==> config.mk <==
export PLATFORM = sky130hd
export DESIGN_NAME = mem_bus_arb
export DESIGN_NICKNAME = d
export VERILOG_FILES = /design/src/rtl/mem_bus_arb.sv
export SDC_FILE = /design/constraint.sdc
export NUM_CORES = 1
export LEC_CHECK = 0
export BUFFER_PORTS_ARGS = -buffer_cell sky130_fd_sc_hd__buf_2
export CAP_MARGIN = 20
export CORE_MARGIN = 2
export CORE_UTILIZATION = 40
export CTS_CLUSTER_SIZE = 8
export DETAILED_ROUTE_END_ITERATION = 10
export GPL_TIMING_DRIVEN = 0
export PLACE_DENSITY = 0.74
export SYNTH_ARGS = -nofsm -noshare
export SYNTH_HDL_FRONTEND = slang
export SYNTH_SLANG_ARGS = --single-unit
==> constraint.sdc <==
create_clock -name clk -period 3.6 [get_ports clk]
set_input_delay 0.18 -clock clk [delete_from_list [all_inputs] [get_ports clk]]
set_output_delay 0.18 -clock clk [all_outputs]
set_load 0.05 [all_outputs]
==> src/rtl/mem_bus_arb.sv <==
// Shared external SRAM/PSRAM bus arbiter: picks one of CH requesters, runs a timed
// CE/OE/WE access on the pins and returns a one-cycle ack (with read data on reads).
//
// state  | meaning
// IDLE   | bus released, arbitrating pending requests
// SETUP  | CE low, address/byte lanes (and write data) presented
// ACCESS | OE or WE low for WAIT_RD / WAIT_WR cycles
// HOLD   | strobe released, CE/address/data still held, ack pulsed
module mem_bus_arb #(
    parameter int CH      = 3,
    parameter int AW      = 23,
    parameter int DW      = 8,
    parameter int WAIT_RD = 3,
    parameter int WAIT_WR = 3,
    parameter int PRIO0   = 1
) (
    input  logic              clk,
    input  logic              rst_n,
    input  logic [CH-1:0]     req,
    input  logic [CH-1:0]     we,
    input  logic [CH*AW-1:0]  addr,
    input  logic [CH*DW-1:0]  wdat,
    output logic [CH-1:0]     ack,
    output logic [DW-1:0]     rdat,
    output logic              busy,
    output logic [2:0]        gnt_id,
    output logic [AW-2:0]     mem_addr,
    output logic [DW-1:0]     mem_dato,
    output logic              mem_dat_oe,
    input  logic [DW-1:0]     mem_dati,
    output logic              mem_ce_n,
    output logic              mem_oe_n,
    output logic              mem_we_n,
    output logic              mem_ub_n,
    output logic              mem_lb_n
);

    localparam int CW   = $clog2(CH);
    localparam int WMAX = (WAIT_RD > WAIT_WR) ? WAIT_RD : WAIT_WR;
    localparam int TW   = $clog2(WMAX + 1);

    typedef enum logic [1:0] {IDLE, SETUP, ACCESS, HOLD} state_t;

    state_t        state;
    logic [CW-1:0] rr;
    logic [CW-1:0] gnt;
    logic [CW-1:0] win;
    logic          found;
    logic          cur_we;
    logic [TW-1:0] cnt;
    int            idx;

    // Winner search: ch0 first under fixed priority, otherwise rr+1 upward with wrap.
    always_comb begin
        win   = '0;
        found = 1'b0;
        idx   = 0;
        if (PRIO0 != 0 && req[0]) begin
            found = 1'b1;
        end else begin
            for (int k = 1; k <= CH; k++) begin
                idx = (int'(rr) + k) % CH;
                if (!found && req[idx]) begin
                    win   = CW'(idx);
                    found = 1'b1;
                end
            end
        end
    end

    always_ff @(posedge clk) begin
        if (!rst_n) begin
            state      <= IDLE;
            rr         <= '0;
            gnt        <= '0;
            cur_we     <= 1'b0;
            cnt        <= '0;
            ack        <= '0;
            rdat       <= '0;
            busy       <= 1'b0;
            gnt_id     <= '0;
            mem_addr   <= '0;
            mem_dato   <= '0;
            mem_dat_oe <= 1'b0;
            mem_ce_n   <= 1'b1;
            mem_oe_n   <= 1'b1;
            mem_we_n   <= 1'b1;
            mem_ub_n   <= 1'b1;
            mem_lb_n   <= 1'b1;
        end else begin
            case (state)
                IDLE: begin
                    if (found) begin
                        state      <= SETUP;
                        gnt        <= win;
                        gnt_id     <= 3'(win);
                        busy       <= 1'b1;
                        cur_we     <= we[win];
                        mem_addr   <= addr[int'(win)*AW +: AW-1];
                        mem_ub_n   <= ~addr[int'(win)*AW + AW-1];
                        mem_lb_n   <= addr[int'(win)*AW + AW-1];
                        mem_dato   <= wdat[int'(win)*DW +: DW];
                        mem_dat_oe <= we[win];
                        mem_ce_n   <= 1'b0;
                        if (!(PRIO0 != 0 && win == '0))
                            rr <= win;
                    end
                end
                SETUP: begin
                    state    <= ACCESS;
                    cnt      <= cur_we ? TW'(WAIT_WR - 1) : TW'(WAIT_RD - 1);
                    mem_oe_n <= cur_we;
                    mem_we_n <= ~cur_we;
                end
                ACCESS: begin
                    if (cnt == '0) begin
                        state    <= HOLD;
                        mem_oe_n <= 1'b1;
                        mem_we_n <= 1'b1;
                        ack[gnt] <= 1'b1;
                        if (!cur_we)
                            rdat <= mem_dati;
                    end else begin
                        cnt <= cnt - 1'b1;
                    end
                end
                HOLD: begin
                    state      <= IDLE;
                    ack        <= '0;
                    busy       <= 1'b0;
                    mem_ce_n   <= 1'b1;
                    mem_dat_oe <= 1'b0;
                    mem_ub_n   <= 1'b1;
                    mem_lb_n   <= 1'b1;
                end
                default: state <= IDLE;
            endcase
        end
    end

endmodule

==> flow_metrics.tcl <==
set metrics [dict create \
    p_sw_frac 0.5082 \
    drv_slew 0 \
    finalHoldViolations 0 \
    syn_area_um2 2815 \
    synth.most_common_cell "dfxtp_1" \
    postCtsSetupBuffers 0 \
    synth_commonest_cells "57 x dfxtp_1, 38 x a21oi_1, 31 x o21ai_0" \
    grt_remaining_overflow 0 \
    cp-end-kind "register" \
    wl_met3_um 727 \
    r2r_setup_slack_ns 0.29 \
    syn2layout_area_growth_pct 38.80 \
    die-area_um2 7725 \
    cts_tree "yes" \
    hold_end "rdat[6]" \
    crit_type "register to register" \
    rows 30 \
    io_pins 160 \
    switching_power_mw 1.696 \
    hp-start "mem_dati[6]" \
    cp_max_fo 10 \
    cts_root_buf "clkbuf_8" \
    clockPowerShare 0.163 \
    grt_pass1_vias 2917 \
    synthFlopType "dfxtp_1" \
    drt_iter0_markers 195 \
    post-route-period-util 0.9208 \
    dr_total_vias 3120 \
    hold_depth 3 \
    ir_drop_uv 454.3 \
    synthTopCellsByArea "dfxtp_1 41%, a222oi_1 8.5%, a21oi_1 6.8%" \
    n_antenna_cell 0 \
    hpwl_mm 6.993 \
    place_congestion 0.7828 \
    start_kind "register" \
    design_area_um2 3908 \
    synth_cell_types 50 \
    met1_length_mm 3.655 \
    via_per_inst 5.324 \
    die_x_um 87.89 \
    synth_warnings 0 \
    synth.net_count 434 \
    synth-seq-cells 57 \
    dr.max_layer_used "met4" \
    worstSkewPairLatency_ns 0.34 \
    cts_hold_buffers 0 \
    start_util 0.4144 \
    cts.clk_slew.worst_paths_ns 0.06 \
    outcome "finished, final reports clean" \
    yosys.area.top_type "dfxtp_1" \
    worst_pin_slew_ns 0.7178 \
    synth_enable_flop_cells 0 \
    pwr-share-seq 0.287 \
    clockBufferDepth 2 \
    finClkSkew_ns 0.006746 \
    hp-class "input port to register" \
    async_reset_ff_frac 0 \
    reg2regPathDepth 11 \
    tns_ns 0 \
    finalNetCount 603 \
    route.met2.wl_mm 4.413 \
    numClockSinks 57 \
    grt_max_degree 12 \
    post_drt_wl_per_cell_um 15.35 \
    die_h_um 87.89 \
    relSlewSlack 0.5170 \
    cts_resized 0 \
    first_pass_iters 5 \
    setup_violations 0 \
    antenna_found_initial 0 \
    rsz0062_at_grt "false" \
    cellInternalPower_mw 1.641 \
    r2r-end "mem_lb_n" \
    htreeDepth 3 \
    drv_cap 0 \
    worst_ep_required_time_ns 3.78 \
    p_leak_nw 1.819 \
    drc_errors 0 \
    grt_pass1_wl_mm 13.99 \
    p_per_area_nw_per_um2 854.0 \
    layout-drive-gt1-share 0.4041 \
    p_total_mw 3.337 \
    r2r-start "rr[0]" \
    postSynthCellCount 316 \
    comb_power_share 0.550 \
    dpl-instance-area_um2 3726 \
    cts_buffers 9 \
    io_buffers 158 \
    clock.fmax_mhz 301.7 \
    worst_slack_ns 0.2851 \
    synthDominantCellAreaShare 0.4053 \
    arrival_ns 3.50 \
    postRouteAntennaNets 0 \
    finalCriticalPeriod_ns 3.315 \
    ys_seq_area_frac 0.4053 \
    core_area_um2 6794 \
    track_usage 0.2349 \
    dpl_worst_slack_ns 0.2725 \
    syn_avg_cell_area_um2 8.909 \
    routed_wl_mm 8.995 \
]
[registers in the layout (all words and copies together), names as in the netlist, 2 cells and up]
name      count
mem_addr     22
mem_dato      8
ack           3
state         2
rr            2
rdat          8
gnt_id        2
cnt           2
[final cells by class]
class / count / area, µm²
fillers: 611 / 2887
multi-input cells: 221 / 1484
flip-flops and latches: 57 / 1141
repair buffers: 158 / 790.8
clock buffers: 11 / 151.4
plain buffers: 26 / 132.6
well taps: 96 / 120.1
inverters: 12 / 57.56
clock inverters: 5 / 30.03
[worst max-delay path: stages (launching register included)]
cell and delay [ns]:
dfxtp_1 0.36, inv_1 0.06, ha_1 0.38, a31oi_1 0.24, o211ai_2 0.16, inv_2 0.21, buf_1 0.42, ha_1 0.33
mux4_2 0.53, o22ai_1 0.17, a31o_1 0.19, o221ai_1 0.12
[layout by cell type, fill, tap and decap left out, types with 2 or more instances in the layout]
| cell | Yosys | routed |
|---|---|---|
| buf_2 | 7 | 165 |
| dfxtp_1 | 57 | 57 |
| a21oi_1 | 38 | 38 |
| o21ai_0 | 31 | 31 |
| nand2_1 | 29 | 29 |
| a222oi_1 | 24 | 24 |
| clkbuf_1 | 14 | 14 |
| nor2_1 | 14 | 14 |
| a21boi_0 | 12 | 12 |
| clkbuf_8 | 0 | 11 |
| inv_1 | 10 | 10 |
| ha_1 | 9 | 9 |
| mux2i_1 | 8 | 8 |
| nor3_1 | 5 | 5 |
| o211ai_1 | 5 | 5 |
| a31o_2 | 4 | 4 |
| buf_6 | 3 | 3 |
| and3_1 | 3 | 3 |
| o22ai_1 | 3 | 3 |
| clkinv_2 | 0 | 3 |
| a2111o_1 | 2 | 2 |
| nand4_1 | 2 | 2 |
| mux4_2 | 2 | 2 |
| a31o_1 | 2 | 2 |
| nand2b_1 | 2 | 2 |
| nor2b_1 | 2 | 2 |
| o21a_1 | 2 | 2 |
| nand3_1 | 2 | 2 |
| clkinvlp_4 | 0 | 2 |
[per-layer routing]
layer	GRT usage	vias to the layer above
met5	0	-
met4	0.09790	0
met3	0.05184	16
met2	0.3946	146
met1	0.2909	1426
li1	-	1532
[power groups by stage]
stage | Sequential (mW) | Combinational, mW | Clock, mW
2_1_floorplan | 1.61 | 0.707 | 0
3_3_place_gp | 0.957 | 1.80 | 0
3_5_place_dp | 0.964 | 1.83 | 0
4_1_cts | 0.955 | 1.84 | 0.555
5_1_grt | 0.980 | 1.98 | 0.580
6_report | 0.957 | 1.84 | 0.544
[kinds of logic (layout without fill, tap and decap cells)]
family | after synthesis | count (layout) | share of synthesized area
AOI/OAI and AO/OA | 134 | 134 | 0.3249
DFF | 57 | 57 | 0.4053
adders and majority gates | 9 | 9 | 0.04000
buffers and inverters | 38 | 212 | 0.06755
other | 1 | 1 | 0.001332
muxes | 11 | 11 | 0.04844
and+or+nand+nor | 66 | 66 | 0.1124
[per-stage QoR]
step	hold slack, ns	instances	utilization
6_report	0.09266	586	0.5751
5_1_grt	0.1038	586	0.5751
4_1_cts	0.08385	586	0.5751
3_5_place_dp	0.4384	570	0.5484
3_3_place_gp	0.4348	570	0.5484
2_1_floorplan	0.3249	316	-
[how the worst max path moves through the flow]
stage	slack, ns	from	end
after floorplan	0.69	rr[0]	mem_lb_n
final	0.29	rr[0]	mem_lb_n
after global placement	0.36	rr[0]	mem_lb_n
after global routing	0.03	rr[0]	mem_lb_n
after CTS	0.25	rr[0]	mem_lb_n
after detailed placement	0.27	rr[0]	mem_lb_n
(Power assumes the default switching activity.)
